**src/rtl/buffer_readout_pkg.sv**
```systemverilog
// Shared types for the buffer readout stage.
//   rd_state_e : readout FSM state encoding
//   idx_w()    : width of an index able to address n entries (min 1 bit)
package buffer_readout_pkg;

    typedef enum logic [1:0] {
        ST_EMPTY   = 2'd0,
        ST_CAPTURE = 2'd1,
        ST_DRAIN   = 2'd2
    } rd_state_e;

    function automatic int idx_w(input int n);
        return (n <= 1) ? 1 : $clog2(n);
    endfunction

endpackage

```
**src/rtl/buffer_readout_if.sv**
```systemverilog
// Bundle of the accumulator-side and downstream-side signals of buffer_readout.
//   slave  : the readout block (consumes iEn/iData/iReady, drives the rest)
//   master : the surrounding environment (accumulator + downstream stage)
// Signals:
//   iEn    upstream bitstream advanced this cycle
//   iData  per-lane accumulated counts
//   oClear one-cycle clear to the accumulator
//   oStall upstream must hold the bitstream
//   oValid/iReady beat handshake; oData/oIdx/oSat beat payload
//   oDone  pulse after the last lane is accepted
interface buffer_readout_if
    import buffer_readout_pkg::*;
#(
    parameter int IDIM = 4,
    parameter int IWID = 32,
    parameter int OWID = 8
);
    localparam int IW = idx_w(IDIM);

    logic                       iEn;
    logic [IDIM-1:0][IWID-1:0]  iData;
    logic                       oClear;
    logic                       oStall;
    logic                       oValid;
    logic                       iReady;
    logic [OWID-1:0]            oData;
    logic [IW-1:0]              oIdx;
    logic                       oSat;
    logic                       oDone;

    modport slave (
        input  iEn, iData, iReady,
        output oClear, oStall, oValid, oData, oIdx, oSat, oDone
    );

    modport master (
        output iEn, iData, iReady,
        input  oClear, oStall, oValid, oData, oIdx, oSat, oDone
    );

endinterface

```
**src/rtl/buffer_readout_sat_shift.sv**
```systemverilog
// Combinational logical right shift followed by unsigned saturation from
// IWID down to OWID bits.
//   data_i : IWID-bit unsigned count
//   data_o : OWID-bit result, all ones when the shifted value does not fit
//   sat_o  : high when saturation was applied
module buffer_readout_sat_shift #(
    parameter int IWID  = 32,
    parameter int OWID  = 8,
    parameter int SHIFT = 0
) (
    input  logic [IWID-1:0] data_i,
    output logic [OWID-1:0] data_o,
    output logic            sat_o
);

    logic [IWID-1:0] v;

    assign v = data_i >> SHIFT;

    if (OWID < IWID) begin : g_sat
        // Any set bit above the output width means the value does not fit.
        assign sat_o  = |v[IWID-1:OWID];
        assign data_o = sat_o ? {OWID{1'b1}} : v[OWID-1:0];
    end else begin : g_pass
        assign sat_o  = 1'b0;
        assign data_o = OWID'(v);
    end

endmodule

```
**src/rtl/buffer_readout.sv**
```systemverilog
// Window controller and drain stage behind the BufferArray accumulator.
// Counts WINLEN enabled cycles, clears the accumulator, snapshots its lanes
// and streams them out one lane per valid/ready beat while the next window
// accumulates.
// Ports:
//   clk, rst : clock, asynchronous active-high reset
//   bus      : buffer_readout_if.slave (see interface for signal list)
//
// state      | meaning
// -----------+-------------------------------------------------------------
// ST_EMPTY   | no snapshot held; waiting for the window end event
// ST_CAPTURE | oClear cycle; iData holds the full window, latched at exit
// ST_DRAIN   | shadow lanes presented one per beat, idx_q selects the lane
module buffer_readout
    import buffer_readout_pkg::*;
#(
    parameter int IDIM   = 4,
    parameter int IWID   = 32,
    parameter int OWID   = 8,
    parameter int WINLEN = 256,
    parameter int SHIFT  = 0
) (
    input logic             clk,
    input logic             rst,
    buffer_readout_if.slave bus
);

    localparam int              IW       = idx_w(IDIM);
    localparam int              CW       = idx_w(WINLEN);
    localparam logic [CW-1:0]   CNT_LAST = CW'(WINLEN - 1);
    localparam logic [IW-1:0]   IDX_LAST = IW'(IDIM - 1);

    rd_state_e                  state_q, state_d;
    logic [CW-1:0]              cnt_q, cnt_d;
    logic [IW-1:0]              idx_q, idx_d;
    logic [IDIM-1:0][IWID-1:0]  shadow_q, shadow_d;
    logic                       clear_q, clear_d;
    logic                       done_q, done_d;

    logic                       cnt_last;
    logic                       stall;
    logic                       adv;
    logic                       win_end;
    logic                       drain;
    logic [OWID-1:0]            sat_data;
    logic                       sat_flag;

    // A completed window waits at CNT_LAST (stalling upstream) until the
    // previous snapshot has fully drained.
    always_comb begin
        cnt_last = (cnt_q == CNT_LAST);
        stall    = clear_q | (cnt_last & (state_q != ST_EMPTY));
        adv      = bus.iEn & ~stall;
        win_end  = adv & cnt_last & (state_q == ST_EMPTY);
        clear_d  = win_end;

        cnt_d = cnt_q;
        if (win_end) begin
            cnt_d = '0;
        end else if (adv) begin
            cnt_d = cnt_q + 1'b1;
        end
    end

    always_comb begin
        state_d  = state_q;
        idx_d    = idx_q;
        shadow_d = shadow_q;
        done_d   = 1'b0;
        unique case (state_q)
            ST_EMPTY: begin
                if (win_end) state_d = ST_CAPTURE;
            end
            ST_CAPTURE: begin
                // The final window bit was added at the win_end edge, so the
                // accumulator output is complete during this cycle.
                shadow_d = bus.iData;
                idx_d    = '0;
                state_d  = ST_DRAIN;
            end
            ST_DRAIN: begin
                if (bus.iReady) begin
                    if (idx_q == IDX_LAST) begin
                        done_d  = 1'b1;
                        state_d = ST_EMPTY;
                    end else begin
                        idx_d = idx_q + 1'b1;
                    end
                end
            end
            default: state_d = ST_EMPTY;
        endcase
    end

    always_ff @(posedge clk or posedge rst) begin
        if (rst) begin
            state_q  <= ST_EMPTY;
            cnt_q    <= '0;
            idx_q    <= '0;
            shadow_q <= '0;
            clear_q  <= 1'b0;
            done_q   <= 1'b0;
        end else begin
            state_q  <= state_d;
            cnt_q    <= cnt_d;
            idx_q    <= idx_d;
            shadow_q <= shadow_d;
            clear_q  <= clear_d;
            done_q   <= done_d;
        end
    end

    buffer_readout_sat_shift #(
        .IWID  (IWID),
        .OWID  (OWID),
        .SHIFT (SHIFT)
    ) u_sat (
        .data_i (shadow_q[idx_q]),
        .data_o (sat_data),
        .sat_o  (sat_flag)
    );

    assign drain      = (state_q == ST_DRAIN);
    assign bus.oValid = drain;
    assign bus.oData  = drain ? sat_data : '0;
    assign bus.oSat   = drain & sat_flag;
    assign bus.oIdx   = idx_q;
    assign bus.oClear = clear_q;
    assign bus.oStall = stall;
    assign bus.oDone  = done_q;

endmodule

```
**src/flat_wrapper.sv**
```systemverilog
// flat-port wrapper written by rule: the top's interface ports become plain ports
module buffer_readout_flat import buffer_readout_pkg::*;
#(
    parameter int IDIM   = 4,
    parameter int IWID   = 32,
    parameter int OWID   = 8,
    parameter int WINLEN = 256,
    parameter int SHIFT  = 0
)
  (clk, rst, bus_iEn, bus_iData, bus_iReady, bus_oClear, bus_oStall, bus_oValid, bus_oData, bus_oIdx, bus_oSat, bus_oDone);
  buffer_readout_if #(.IDIM(IDIM), .IWID(IWID), .OWID(OWID)) bus_i ();
  input logic clk;
  input logic rst;
  input wire logic [$bits(bus_i.iEn)-1:0] bus_iEn;
  input wire logic [$bits(bus_i.iData)-1:0] bus_iData;
  input wire logic [$bits(bus_i.iReady)-1:0] bus_iReady;
  output wire logic [$bits(bus_i.oClear)-1:0] bus_oClear;
  output wire logic [$bits(bus_i.oStall)-1:0] bus_oStall;
  output wire logic [$bits(bus_i.oValid)-1:0] bus_oValid;
  output wire logic [$bits(bus_i.oData)-1:0] bus_oData;
  output wire logic [$bits(bus_i.oIdx)-1:0] bus_oIdx;
  output wire logic [$bits(bus_i.oSat)-1:0] bus_oSat;
  output wire logic [$bits(bus_i.oDone)-1:0] bus_oDone;
  assign bus_i.iEn = bus_iEn;
  assign bus_i.iData = bus_iData;
  assign bus_i.iReady = bus_iReady;
  assign bus_oClear = bus_i.oClear;
  assign bus_oStall = bus_i.oStall;
  assign bus_oValid = bus_i.oValid;
  assign bus_oData = bus_i.oData;
  assign bus_oIdx = bus_i.oIdx;
  assign bus_oSat = bus_i.oSat;
  assign bus_oDone = bus_i.oDone;
  buffer_readout #(.IDIM(IDIM), .IWID(IWID), .OWID(OWID), .WINLEN(WINLEN), .SHIFT(SHIFT)) u_core (.clk(clk), .rst(rst), .bus(bus_i));
endmodule
```
**config.mk**
```make
export PLATFORM = sky130hd
export DESIGN_NAME = buffer_readout_flat
export DESIGN_NICKNAME = d
export VERILOG_FILES = /design/src/rtl/buffer_readout_pkg.sv /design/src/rtl/buffer_readout_if.sv /design/src/rtl/buffer_readout_sat_shift.sv /design/src/rtl/buffer_readout.sv /design/src/flat_wrapper.sv
export SDC_FILE = /design/constraint.sdc
export NUM_CORES = 1
export LEC_CHECK = 0
export CORE_MARGIN = 2
export CORE_UTILIZATION = 38
export CTS_BUF_LIST = sky130_fd_sc_hd__clkbuf_8
export CTS_CLUSTER_DIAMETER = 40
export DETAILED_ROUTE_END_ITERATION = 12
export PLACE_DENSITY = 0.67
export SYNTH_ARGS = -nofsm -noshare
export SYNTH_HDL_FRONTEND = slang
export SYNTH_SLANG_ARGS = --single-unit
```
**constraint.sdc**
```tcl
create_clock -name clk -period 4.4 [get_ports clk]
set_input_delay 0.88 -clock clk [delete_from_list [all_inputs] [get_ports clk]]
set_output_delay 0.88 -clock clk [all_outputs]
set_load 0.03 [all_outputs]
```
; ---- Word-level counts from Yosys, hierarchy flattened
; Cells that the tools add are included.
; Widths: inputs -> output; s select.
[op_classes]
bitwise = 7
eq_ne = 8
magnitude_cmp = 1
addsub = 2
mux = 16
n_reduce_logical = 7
[op_table]
columns = operator, count
row1 = $bmux 32 s2, 1
row2 = $mux 32, 1
row3 = $mux 8, 4
row4 = $reduce_or 24->1, 1
row5 = $mux 2, 5
row6 = $add 8x1->8 const B, 1
row7 = $eq 8x8->1 const B, 1
row8 = $ne 2x2->1 const B, 3
row9 = $pmux 2 s3, 1
row10 = $reduce_and 3->1, 2
row11 = $reduce_bool 2->1, 3
row12 = $and 1x1->1, 5
row13 = $eq 2x2->1 const B, 2
row14 = $pmux 2 s2, 1
row15 = $lt 2x3->1 const B, 1
row16 = $mux 1, 3
row17 = $add 2x1->2 const B, 1
row18 = $eq 2x1->1 const B, 1
row19 = $logic_not 2->1, 1
row20 = $ne 2x1->1 const B, 1
row21 = $not 1->1, 1
row22 = $or 1x1->1, 1
[word_totals]
ff_bits = 142
input_bits = 132
word_cells = 50
output_inout_bits = 15

; ---- Longest topological paths before layout
; Gate-level depths: netlist of run 1.
[logic_depth]
depth_word = 9
mapped_depth = 7
ltp_nobuf = 6

; ---- Hierarchy
; From an unflattened synthesis of run 1, not the netlist that was laid out.
[hier_totals]
hier_cells = 414
area_unflattened_um2 = 6423.7
[by_module_without_submodules]
columns = module, cells_each, area_each_um2, instances, seq_area_each_um2
row1 = buffer_readout, 396, 6279.8, 1, 3553.4
row2 = buffer_readout_sat_shift, 18, 143.9, 1, 0.0

; ---- Worst setup path after synthesis of run 1
; Ideal clock, no wire load.
[synth_path]
kind = flip-flop to output port
startpoint = reg u_core.idx_q[0] (netlist: u_core.bus.oIdx[0])
endpoint = out bus_oData[0]
n_path_buf = 1
path_stages_with_launch = 7
path_slack_ns = 1.668
t_arrival_ns = 1.852
required_time_ns = 3.520
cell_sequence = dfrtp_1 buf_6 nor4_1 nand4_1 o221ai_2 a21boi_2 or2_1
[synth_between]
elab_chain_cells = 5
[synth_rtl]
columns = element, line_no
row1 = from (decl), buffer_readout.sv:35  ; logic [IW-1:0] idx_q, idx_d;
row2 = from (signal assigned), buffer_readout.sv:106  ; idx_q <= idx_d;
row3 = $bmux 32 s2 (*), buffer_readout.sv:118  ; .data_i (shadow_q[idx_q]),
row4 = $mux 32 (not written as such) (*), buffer_readout.sv:118
row5 = $reduce_or 24->1, buffer_readout_sat_shift.sv:22  ; assign sat_o = |v[IWID-1:OWID];
row6 = $mux 8 (*), buffer_readout_sat_shift.sv:23  ; assign data_o = sat_o ? {OWID{1'b1}} : v[OWID-1:0];
row7 = $mux 8 (*), buffer_readout.sv:125  ; assign bus.oData = drain ? sat_data : '0;
row8 = to (decl), flat_wrapper.sv:20  ; output wire logic [$bits(bus_i.oData)-1:0] bus_oData;
; Every way passes the cells marked *; elsewhere a longest branch is shown, timed or not. The select of a mux whose other input is x is not followed.

; ---- Worst setup path after layout of run 1
[layout_path]
startpoint = reg u_core.idx_q[0] (netlist: u_core.bus.oIdx[0])
endpoint = out bus_oData[4]
; The elaborated chain is that of the path after synthesis.

==> key figures, run 1 <==
Route
  – Drt via density: 4.89
  – Pre-antenna DRT Iters: 6
  – Average wire per standard cell: 16.6 um
  – DR DRC count: 0
  – WL final: 13,300 um
  – Initial DRC Count: 161
  – Antenna Nets Post-Route: 0
  – Via Count: 3,923

Global routing
  – Initial antenna violation count: 0
  – Largest net degree at the start of global routing: 82
  – Overall routing resource usage: 16.6%
  – Number of global-route vias before repair: 4,217
  – GR Overflow Total: 0
  – First-pass GRT wire length: 21,200 um

Yosys
  – Post-Synth Simple-Gate Area: 7.16%
  – Post-Synth XOR/XNOR Area: 0.439%
  – Synth Warn #: 0
  – Synth area leaders: dfrtp_1, mux2_2, nor4_1, mux2i_1, buf_2
  – Largest family of logic cells by synthesized area: multiplexers
  – Post-Syn Nets: 561
  – Yosys top cell area share: 59.4%
  – Register area share after synthesis: 59.4%
  – Yosys cell types: 37
  – Post-synthesis cell area: 5980 um2
  – Compound-cell area share of the yosys netlist: 3.39%
  – Yosys top cell by area: dfrtp_1
  – Ys flop type: dfrtp_1
  – Mux contribution to synthesized area: 27.1%
  – Yosys reg bits: 142
  – Post-synth EDFFs: 0
  – Syn Area/Cell: 14.0 um2
  – Post-Synth Adder-Cell Area: 0.418%
  – Synthesized instance count: 427
  – Asr flop ratio synth: 100%

Worst setup path
  – WS Path Type: reg2out
  – R2r startpoint: u_core.state_q[1]
  – R2r endpoint: u_core.shadow_q[91]
  – CP Launch Type: register
  – Worst EP arrival: 2.90 ns
  – Cell Chain, Critical Path: nor4b_1, nand4_1, o221ai_1, a21boi_2, or2_1, clkdlybuf4s50_1
  – Worst EP required: 3.52 ns
  – Critical-path maximum fanout: 9
  – R2r setup slk: 2.30 ns
  – Slowest-stage cell, CP: clkdlybuf4s50_1
  – Max stage delay on crit path: 0.60 ns
  – Worst reg2reg path depth: 3
  – Worst setup EP type: output port

Cells and area
  – Area growth syn-to-layout: 35.4%
  – Final design area excluding fillers: 8100 um2
  – Sequential Area: 3550 um2
  – Share of layout cells above drive strength 1: 30.6%
  – Filler cell count: 1,298
  – Area of the multi-input gates: 2310 um2
  – Post-Route Utilization: 52.9%
  – Nets: 712

CTS
  – Post_cts resized: 0
  – Clock-pin transition on the worst setup and hold timing paths: 0.08 ns
  – CTS Buf Count: 17
  – Deepest clock path buffer count: 2
  – Setup Buffers After CTS: 0
  – CTS H-Tree Depth: 4
  – TritonCTS clock tree: yes
  – CTS Sinks: 142
  – CTS Hold Bufs: 0
  – Root Driver: clkbuf_8
  – Later-pin clock latency in the skew report: 0.44 ns

STA
  – Setup tns final: 0 ns
  – Final Hold Viols: 0
  – Slew Limit Headroom: 33.3%
  – Tmin final: 3.78 ns
  – Max Slew Vio Count: 0
  – Finish-stage setup viols: 0
  – Clock skew: 0.0122 ns
  – RSZ-0062 raised after global routing: false
  – F_max: 0.264 GHz
  – Final worst slack: 0.616 ns
  – Slew @ Worst Pin: 0.998 ns
  – Share of the clock period used by the worst path: 86.0%

Status
  – Outcome: finished clean

Placed design
  – Post-DP HPWL: 9670 um
  – GP Congestion: 0.785
  – Place WS: 1.05 ns
  – Placed cell area: 7690 um2
  – I/O Buffers: 146

Floorplanning
  – Row cnt: 45
  – DIE WIDTH: 129 um
  – Core area: 15,300 um2
  – Initial core utilization: 39.0%
  – IO Pins: 147
  – Full die area: 16,800 um2
  – Die Y: 129 um

Power and ir drop
  – VDD IR-drop max: 0.239 mV
  – PwrDens: 396 nW/um2
  – LEAKAGE: 3.53 nW

Worst hold path
  – Hold Path Class: reg2reg
  – Worst Hold Path Cells: 1
  – Hold_sp: u_core.cnt_q[7]
  – Hold endpoint: u_core.cnt_q[7]

Run
  – Max-cap violations: 0
-- per-layer routing --
metal | vias to the layer above | share of wire [%] | track usage, %
met2 | 115 | 48 | 26.4
met4 | 0 | 0.85 | 5.12
met3 | 10 | 7.0 | 5.70
li1 | 1859 | - | -
met5 | - | 0 | 0
met1 | 1939 | 44 | 21.4
-- area by class of cell --
type	instances	share of cell area (%)
multi-input cells	260	28.5
well taps	211	3.26
repair buffers	153	19.0
clock buffers	19	3.23
diodes	1	0.0309
clock inverters	13	1.81
inverters	4	0.232
flip-flops and latches	142	43.9
-- placed cells by master (no fill, tap or decap), types with 3 or more instances in the layout --
master | netlist | final
nand3_1 | 10 | 10
nand2_1 | 8 | 8
clkinvlp_4 | 0 | 4
clkinv_2 | 0 | 6
dfrtp_1 | 142 | 142
bufinv_16 | 0 | 3
nor3_1 | 6 | 6
clkdlybuf4s50_1 | 0 | 146
nor4_1 | 19 | 19
mux2i_1 | 9 | 9
o21ai_0 | 12 | 12
nand4_1 | 5 | 5
or2_1 | 8 | 8
a21oi_1 | 8 | 8
clkbuf_8 | 0 | 19
mux2_2 | 136 | 136
buf_4 | 0 | 5
nor2_1 | 12 | 11
inv_1 | 4 | 4
-- how the worst max path moves through the flow --
stage | from | end
global route | u_core.bus.oIdx[0] | bus_oData[1]
CTS | u_core.bus.oIdx[0] | bus_oData[4]
finish | u_core.bus.oIdx[0] | bus_oData[4]
global placement | u_core.bus.oIdx[0] | bus_oData[4]
detailed placement | u_core.bus.oIdx[0] | bus_oData[4]
floorplan | u_core.bus.oIdx[0] | bus_oData[0]
-- where the power goes --
part | switching (mW) | internal (mW) | leakage (nW)
registers | 0.107 | 1.40 | 1.83
logic | 0.288 | 0.347 | 1.49
clock network | 0.479 | 0.582 | 0.208
-- critical path, delay by kind of cell (launching register included) --
kind	cells	cell delay (ns)
AO/OA/AOI/OAI	2	0.55
flip-flops	1	0.59
AND/OR/NAND/NOR	3	0.73
buffers and inverters	1	0.60
-- Yosys cell counts, drive strengths merged (2+ instances only) --
master and n:
a22o 2, inv 4, xor2 2, o221ai 2
o21ai 13, o31ai 2, nand2 8, nor3 6
nand4 5, a21boi 2, mux2 136, mux2i 9
or2 10, nand3 10, nor2b 2, clkbuf 2
buf 19, nor4 19, a21oi 8, ha 2
nor2 12, dfrtp 142, nor4b 2
-- registers in the layout (all words and copies together), names as in the netlist --
name	cells
u_core.shadow_q	128
u_core.cnt_q	8
u_core.bus.oIdx	2
u_core.state_q	2
u_core.bus.oClear	1
u_core.bus.oDone	1
-- per-stage QoR --
stage               hold WS (ns)  cells  power, mW
global route               0.497    802       3.37
detailed placement         0.462    770       2.18
finish                     0.482    803       3.20
CTS                        0.479    802       3.25
global placement           0.473    770       2.16
floorplan                  0.445    427       1.88
-- cell families after synthesis --
| logic type | after synthesis |
|---|---|
| compound gates | 32 |
| xor+xnor | 3 |
| buf+inv | 25 |
| mux | 145 |
| flops | 142 |
| simple gates | 78 |
| fa+ha+maj | 2 |
Power figures use the tool's default switching activity.
==> run 2: changes to the inputs <==
--- a/config.mk
+++ b/config.mk
@@ -5,12 +5,13 @@
 export SDC_FILE = /design/constraint.sdc
 export NUM_CORES = 1
 export LEC_CHECK = 0
+export ABC_CLOCK_PERIOD_IN_PS = 4000
 export CORE_MARGIN = 2
 export CORE_UTILIZATION = 38
 export CTS_BUF_LIST = sky130_fd_sc_hd__clkbuf_8
 export CTS_CLUSTER_DIAMETER = 40
 export DETAILED_ROUTE_END_ITERATION = 12
-export PLACE_DENSITY = 0.67
 export SYNTH_ARGS = -nofsm -noshare
 export SYNTH_HDL_FRONTEND = slang
+export SYNTH_HIERARCHICAL = 1
 export SYNTH_SLANG_ARGS = --single-unit
==> constraint.sdc (replaced) <==
create_clock -name clk -period 4 [get_ports clk]
set_input_delay 0.8 -clock clk [delete_from_list [all_inputs] [get_ports clk]]
set_output_delay 0.8 -clock clk [all_outputs]
set_load 0.03 [all_outputs]
==> run 2 against run 1 <==
Against the previous run:
- non-clock buffer count up 5
- sequential cell count unchanged
- register-to-register slack got worse by 0.55 ns
- power rose by 27%
- combinational power is 76% higher
- final cell count decreased by 0.62%
- clock-buffer cell count did not move
- synthesized cell count decreased by 3.0%
- largest cell class unchanged
- sequential power grew 9%
- wire length rose by 7.0%
- first-iteration DRC count rose by 19%
==> key figures, run 2 <==
Status
  – Outcome: finished clean

Placed design
  – I/O Buffers: 146 (unchanged)
  – Post-DP HPWL: 10,400 um (+7.2%)
  – Placed cell area: 8140 um2 (+6.0%)
  – GP Congestion: 0.754 (-4.0%)
  – Place WS: 0.140 ns (-0.912 ns)

Global routing
  – Overall routing resource usage: 17.0% (+0.39 points)
  – Largest net degree at the start of global routing: 65 (-21%)
  – GR Overflow Total: 0 (unchanged)
  – Number of global-route vias before repair: 4,355 (+3.3%)
  – Initial antenna violation count: 0 (unchanged)
  – First-pass GRT wire length: 23,200 um (+9.7%)

Cells and area
  – Sequential Area: 3560 um2 (about the same)
  – Nets: 699 (-1.8%)
  – Area growth syn-to-layout: 33.9%
  – Largest regs: u_core/shadow_q: 128 flops, u_core/cnt_q: 8 flops
  – Area of the multi-input gates: 2710 um2 (+17%)
  – Post-Route Utilization: 52.0% (-0.83 points)
  – Final design area excluding fillers: 8600 um2 (+6.2%)
  – Most frequent cells in the layout: dfrtp_1, clkdlybuf4s50_1, mux2_2
  – Filler cell count: 1,392 (+7.2%)
  – Commonest non-fill, non-tap cell in the layout: dfrtp_1
  – N_diodes: 0 (-1)
  – Largest reg by FF count: u_core/shadow_q
  – Max reg flops: 128 (unchanged)
  – Share of layout cells above drive strength 1: 37.0% (+6.4 points)

Worst setup path
  – CP Launch Type: register
  – Slowest-stage cell, CP: or4_4
  – Worst setup EP type: output port
  – WS Path Type: reg2out
  – R2r startpoint: u_core/state_q[1]
  – R2r endpoint: u_core/shadow_q[40]
  – Worst reg2reg path depth: 4 (+1)
  – R2r setup slk: 1.75 ns (-0.55 ns)
  – Worst EP arrival: 3.03 ns (+0.13 ns)
  – Cell Chain, Critical Path: buf_12, mux4_2, or4_4, nor2_8, nand3b_1, and2_1, dlygate4sd2_1
  – Crit path launch: u_core/bus.oIdx[0]
  – CP Capture Point: bus_oData[6]
  – Worst EP required: 3.20 ns (-0.32 ns)
  – Max stage delay on crit path: 0.59 ns (about the same)
  – Critical-path maximum fanout: 17 (+8)

Floorplanning
  – Row cnt: 47 (+4.4%)
  – Die Y: 134 um (+3.5%)
  – Initial core utilization: 38.9% (-0.17 points)
  – IO Pins: 147 (unchanged)
  – DIE WIDTH: 134 um (+3.5%)
  – Full die area: 18,000 um2 (+7.2%)
  – Core area: 16,500 um2 (+7.9%)

Route
  – DR DRC count: 0 (unchanged)
  – Drt via density: 5.00 (+2.4%)
  – WL final: 14,300 um (+7.0%)
  – Antenna Nets Post-Route: 0 (unchanged)
  – Pre-antenna DRT Iters: 6 (unchanged)
  – Initial DRC Count: 191 (+19%)
  – Average wire per standard cell: 17.9 um (+7.7%)
  – Via Count: 3,993 (+1.8%)

Power and ir drop
  – VDD IR-drop max: 0.262 mV (+10%)
  – Clock network fraction of design power: 32.1% (-1.0 points)
  – Reg power frac: 40.5% (-6.6 points)
  – Switching pwr: 1.13 mW (+29%)
  – PwrDens: 474 nW/um2 (+20%)
  – Switch share: 27.7% (+0.46 points)
  – Logic pwr share: 27.4% (+7.6 points)
  – Power, Total: 4.08 mW (+27%)
  – LEAKAGE: 3.53 nW (about the same)
  – Pint: 2.94 mW (+26%)

Yosys
  – Yosys cell types: 35 (-5.4%)
  – Register area share after synthesis: 55.3% (-4.1 points)
  – Ys flop type: dfrtp_1
  – Cell with the most instances after synthesis: dfrtp_1
  – Commonest cells in the netlist: dfrtp_1, mux2_2, mux4_2, buf_4, nand2_1
  – Asr flop ratio synth: 100% (unchanged)
  – Synth Warn #: 6 (+6)
  – Synthesized instance count: 414 (-3.0%)
  – Yosys top cell area share: 55.3% (-4.1 points)
  – Synth area leaders: dfrtp_1, mux2_2, mux4_2, buf_4, nand3b_1
  – Syn Area/Cell: 15.5 um2 (+11%)
  – Yosys reg bits: 142 (unchanged)
  – Post-synthesis cell area: 6420 um2 (+7.4%)
  – Post-Syn Nets: 548 (-2.3%)
  – Post-synth EDFFs: 0 (unchanged)
  – Yosys top cell by area: dfrtp_1

Run
  – Max-cap violations: 0 (unchanged)

STA
  – Setup tns final: 0 ns (unchanged)
  – Tmin final: 3.83 ns
  – Max Slew Vio Count: 0 (unchanged)
  – Slew Limit Headroom: 33.5% (+0.13 points)
  – F_max: 0.261 GHz
  – Share of the clock period used by the worst path: 95.7%
  – RSZ-0062 raised after global routing: false
  – Final worst slack: 0.173 ns (-0.443 ns)
  – Clock skew: 0.0105 ns (-0.00168 ns)
  – Finish-stage setup viols: 0 (unchanged)
  – Slew @ Worst Pin: 0.996 ns (-0.00191 ns)
  – Final Hold Viols: 0 (unchanged)

CTS
  – CTS Sinks: 142 (unchanged)
  – CTS Buf Count: 17 (unchanged)
  – Root Driver: clkbuf_8
  – Deepest clock path buffer count: 2 (unchanged)
  – CTS H-Tree Depth: 4 (unchanged)
  – Clock-pin transition on the worst setup and hold timing paths: 0.08 ns (about the same)
  – TritonCTS clock tree: yes
  – Later-pin clock latency in the skew report: 0.45 ns (about the same)

Worst hold path
  – Hold Path Class: reg2reg
run 2: cell types whose count changed in the layout (fill, tap and decap cells not counted), sizes merged, moves of 9 or more:
cell	previous run	this run
and2	1	10
o21ai	13	4
mux4	0	32
clkdlybuf4s50	146	137
nor4	19	6
run 2: how the worst min path moves through the flow:
stage	startpoint	endpoint	slack (ns)	cells after the start
after global placement	u_core/cnt_q[6]	u_core/cnt_q[6]	0.48	1
after floorplan	u_core/cnt_q[6]	u_core/cnt_q[6]	0.46	1
after global routing	u_core/shadow_q[15]	u_core/shadow_q[15]	0.52	1
after CTS	u_core/shadow_q[71]	u_core/shadow_q[71]	0.51	1
final	u_core/cnt_q[6]	u_core/cnt_q[6]	0.50	1
after detailed placement	u_core/shadow_q[90]	u_core/shadow_q[90]	0.49	1
run 2: power by group through the flow:
stage / Combinational (mW) / Clock, mW / Sequential [mW]
5_1_grt: 1.21 / 1.41 / 1.67
2_1_floorplan: 0.753 / 0 / 1.65
3_5_place_dp: 1.14 / 0 / 1.69
3_3_place_gp: 1.12 / 0 / 1.68
6_report: 1.12 / 1.31 / 1.65
4_1_cts: 1.14 / 1.34 / 1.65
run 2: worst max-delay path: cells and delay by family (launching register included):
| family | cells | cell delay (ns) |
|---|---|---|
| flops | 1 | 0.40 |
| simple gates | 4 | 1.08 |
| buf+inv | 2 | 0.54 |
| mux | 1 | 0.54 |
run 2: cells by family after synthesis:
group / synth area share [%]
AOI/OAI and AO/OA: 1.29
and+or+nand+nor: 6.10
DFF: 55.3
buffers and inverters: 2.67
xor gates and xnor gates: 0.273
adders and majority gates: 0.389
muxes: 34.0
run 2: per-stage QoR:
stage	hold slack (ns)	std cells
after floorplan	0.456	414
after global routing	0.515	798
final	0.503	798
after CTS	0.506	798
after global placement	0.480	765
after detailed placement	0.491	765
run 2: what timing repair did:
action	CTS	global route
endpoints found under the setup margin	8	0
buffers inserted	1	0
resized for setup	10	0
hold buffers	0	0
run 2: cell type report:
| type | instances | area share [%] |
|---|---|---|
| inverters | 3 | 0.175 |
| flip-flops and latches | 142 | 41.4 |
| multi-input cells | 243 | 31.5 |
| clock inverters | 13 | 2.26 |
| repair buffers | 158 | 18.5 |
| well taps | 220 | 3.20 |
| clock buffers | 19 | 3.04 |
run 2: metal layers:
metal / global-route usage, % / vias to the layer above / wire length (um)
met5: 0 / - / 0
met4: 5.61 / 0 / 205
met3: 4.50 / 19 / 808
met2: 28.2 / 125 / 7040
met1: 21.7 / 2008 / 6210
li1: - / 1841 / -
==> run 3: changes to the inputs <==
--- a/config.mk
+++ b/config.mk
@@ -5,7 +5,7 @@
 export SDC_FILE = /design/constraint.sdc
 export NUM_CORES = 1
 export LEC_CHECK = 0
-export ABC_CLOCK_PERIOD_IN_PS = 4000
+export ABC_CLOCK_PERIOD_IN_PS = 3950
 export CORE_MARGIN = 2
 export CORE_UTILIZATION = 38
 export CTS_BUF_LIST = sky130_fd_sc_hd__clkbuf_8
==> constraint.sdc (replaced) <==
create_clock -name clk -period 3.95 [get_ports clk]
set_input_delay 0.79 -clock clk [delete_from_list [all_inputs] [get_ports clk]]
set_output_delay 0.79 -clock clk [all_outputs]
set_load 0.03 [all_outputs]
==> run 3 against run 2 <==
Against the previous run:
- cell area is essentially flat
- worst hold slack got worse by 0.0092 ns
- sequential power is essentially flat
==> key figures, run 3 (same netlist as run 2, synthesis figures left out) <==
Status
  – Outcome: finished clean

Route
  – Average wire per standard cell: 17.5 um (-1.9%)
  – Antenna Nets Post-Route: 0 (unchanged)
  – Via Count: 3,971 (-0.55%)
  – DR DRC count: 0 (unchanged)
  – WL final: 14,000 um (-2.1%)
  – Drt via density: 4.99 (-0.30%)
  – Initial DRC Count: 189 (-1.0%)
  – Pre-antenna DRT Iters: 4 (-2)

Worst setup path
  – Max stage delay on crit path: 0.59 ns (about the same)
  – Crit path buf inv count: 2 (unchanged)
  – WS Path Type: reg2out
  – Critical-path maximum fanout: 17 (unchanged)
  – R2r setup slk: 1.76 ns (about the same)
  – Slowest-stage cell, CP: or4_4
  – Worst setup EP type: output port
  – CP Launch Type: register
  – R2r startpoint: u_core/state_q[1]
  – Worst EP arrival: 3.01 ns (-0.02 ns)
  – R2r endpoint: u_core/shadow_q[106]
  – CP top delay family: simple AND/OR/NAND/NOR gates
  – Worst EP required: 3.16 ns (-0.04 ns)
  – Worst reg2reg path depth: 4 (unchanged)
  – Cell Chain, Critical Path: buf_12, mux4_2, or4_4, nor2_8, nand3b_1, and2_1, dlygate4sd2_1

Power and ir drop
  – PwrDens: 486 nW/um2 (+2.6%)
  – LEAKAGE: 3.52 nW (-0.23%)
  – VDD IR-drop max: 0.259 mV (-1.2%)
  – Power, Total: 4.18 mW (+2.6%)

STA
  – Hold WS: 0.494 ns (-0.00921 ns)
  – Share of the clock period used by the worst path: 96.3%
  – Final worst slack: 0.145 ns (-0.0276 ns)
  – Clock skew: 0.0104 ns (-0.000118 ns)
  – Tmin final: 3.80 ns
  – Slew Limit Headroom: 43.2% (+9.7 points)
  – Setup tns final: 0 ns (unchanged)
  – Final Hold Viols: 0 (unchanged)
  – Finish-stage setup viols: 0 (unchanged)
  – F_max: 0.263 GHz
  – Max Slew Vio Count: 0 (unchanged)
  – RSZ-0062 raised after global routing: false
  – Slew @ Worst Pin: 0.852 ns (-0.144 ns)

CTS
  – Later-pin clock latency in the skew report: 0.45 ns (about the same)
  – TritonCTS clock tree: yes
  – Root Driver: clkbuf_8
  – CTS H-Tree Depth: 4 (unchanged)
  – Clock-pin transition on the worst setup and hold timing paths: 0.07 ns (about the same)
  – CTS Sinks: 142 (unchanged)
  – Deepest clock path buffer count: 2 (unchanged)
  – CTS Hold Bufs: 0 (unchanged)
  – CTS Buf Count: 17 (unchanged)

Cells and area
  – Filler cell count: 1,392 (unchanged)
  – N_diodes: 0 (unchanged)
  – Final design area excluding fillers: 8590 um2 (about the same)
  – Most frequent cells in the layout: dfrtp_1, clkdlybuf4s50_1, mux2_2
  – Area of the multi-input gates: 2720 um2 (+0.23%)
  – Largest reg by FF count: u_core/shadow_q
  – Post-Route Utilization: 52.0% (about the same)
  – Sequential Area: 3560 um2 (unchanged)
  – Largest regs: u_core/shadow_q: 128 flops, u_core/cnt_q: 8 flops
  – Nets: 698 (-0.14%)
  – Share of layout cells above drive strength 1: 37.2% (+0.13 points)
  – Final Non-Filler Cells: 796 (-0.25%)
  – Area growth syn-to-layout: 33.8% (about the same)
  – Commonest non-fill, non-tap cell in the layout: dfrtp_1
  – Max reg flops: 128 (unchanged)

Global routing
  – Largest net degree at the start of global routing: 68 (+4.6%)
  – First-pass GRT wire length: 22,800 um (-1.8%)
  – Number of global-route vias before repair: 4,242 (-2.6%)
  – Overall routing resource usage: 16.7% (-0.28 points)
  – Initial antenna violation count: 0 (unchanged)
  – GR Overflow Total: 0 (unchanged)

Floorplanning
  – DIE WIDTH: 134 um (unchanged)
  – Core area: 16,500 um2 (unchanged)
  – Die Y: 134 um (unchanged)
  – Row cnt: 47 (unchanged)
  – Initial core utilization: 38.9% (unchanged)
  – Full die area: 18,000 um2 (unchanged)
  – IO Pins: 147 (unchanged)

Worst hold path
  – Hold endpoint: u_core/cnt_q[6]
  – Hold_sp: u_core/cnt_q[6]
  – Worst Hold Path Cells: 1 (unchanged)
  – Hold Path Class: reg2reg

Placed design
  – GP Congestion: 0.777 (+3.1%)
  – Placed insts: 764 (-0.13%)
  – Place WS: 0.0737 ns (-0.0665 ns)
  – Placed cell area: 8110 um2 (-0.40%)
  – Post-DP HPWL: 10,100 um (-3.0%)
  – I/O Buffers: 146 (unchanged)

Run
  – Max-cap violations: 0 (unchanged)
run 3: cell types whose count changed in the layout (fill, tap and decap cells not counted), sizes merged:
cell and change:
inv -1, buf -1, clkinv -1, bufinv +1
run 3: worst register-to-register path, delay by kind of cell (launching register included):
family / cells / cell delay, ns
DFF: 1 / 0.44
buffers and inverters: 2 / 0.58
muxes: 1 / 0.41
and+or+nand+nor: 1 / 0.64
run 3: power breakdown:
part	switching [mW]	internal, mW
Combinational	0.493	0.636
Clock	0.546	0.840
Sequential	0.0981	1.57
run 3: how the worst max path moves through the flow:
stage | from | end | slack [ns] | cells after the start
after detailed placement | u_core/bus.oIdx[0] | bus_oData[3] | 0.07 | 7
after CTS | u_core/bus.oIdx[0] | bus_oData[3] | 0.07 | 7
final | u_core/bus.oIdx[0] | bus_oData[3] | 0.15 | 7
after global placement | u_core/bus.oIdx[0] | bus_oData[6] | 0.20 | 7
after global routing | u_core/bus.oIdx[0] | bus_oData[2] | 0.001 | 7
after floorplan | u_core/bus.oIdx[0] | bus_oData[0] | 0.49 | 7
run 3: repair_timing:
| item | 4_1_cts | 5_1_grt |
|---|---|---|
| gates cloned | 0 | 0 |
| resized for setup | 10 | 1 |
| setup endpoints to repair | 9 | 5 |
| setup buffers | 1 | 0 |
run 3: cell type report:
type / instances / area share (%)
clock buffer: 19 / 3.04
clock inverter: 12 / 2.50
timing repair buffer: 157 / 18.1
sequential: 142 / 41.4
tap: 220 / 3.20
inverter: 3 / 0.175
multi-input combinational: 243 / 31.6
run 3: routing by layer:
| layer | track usage (%) | share of wire (%) | up-vias |
|---|---|---|---|
| met3 | 4.95 | 5.5 | 19 |
| met2 | 27.7 | 50 | 98 |
| met1 | 20.9 | 43 | 2022 |
| li1 | - | - | 1832 |
| met5 | 0 | 0 | - |
| met4 | 5.91 | 1.9 | 0 |
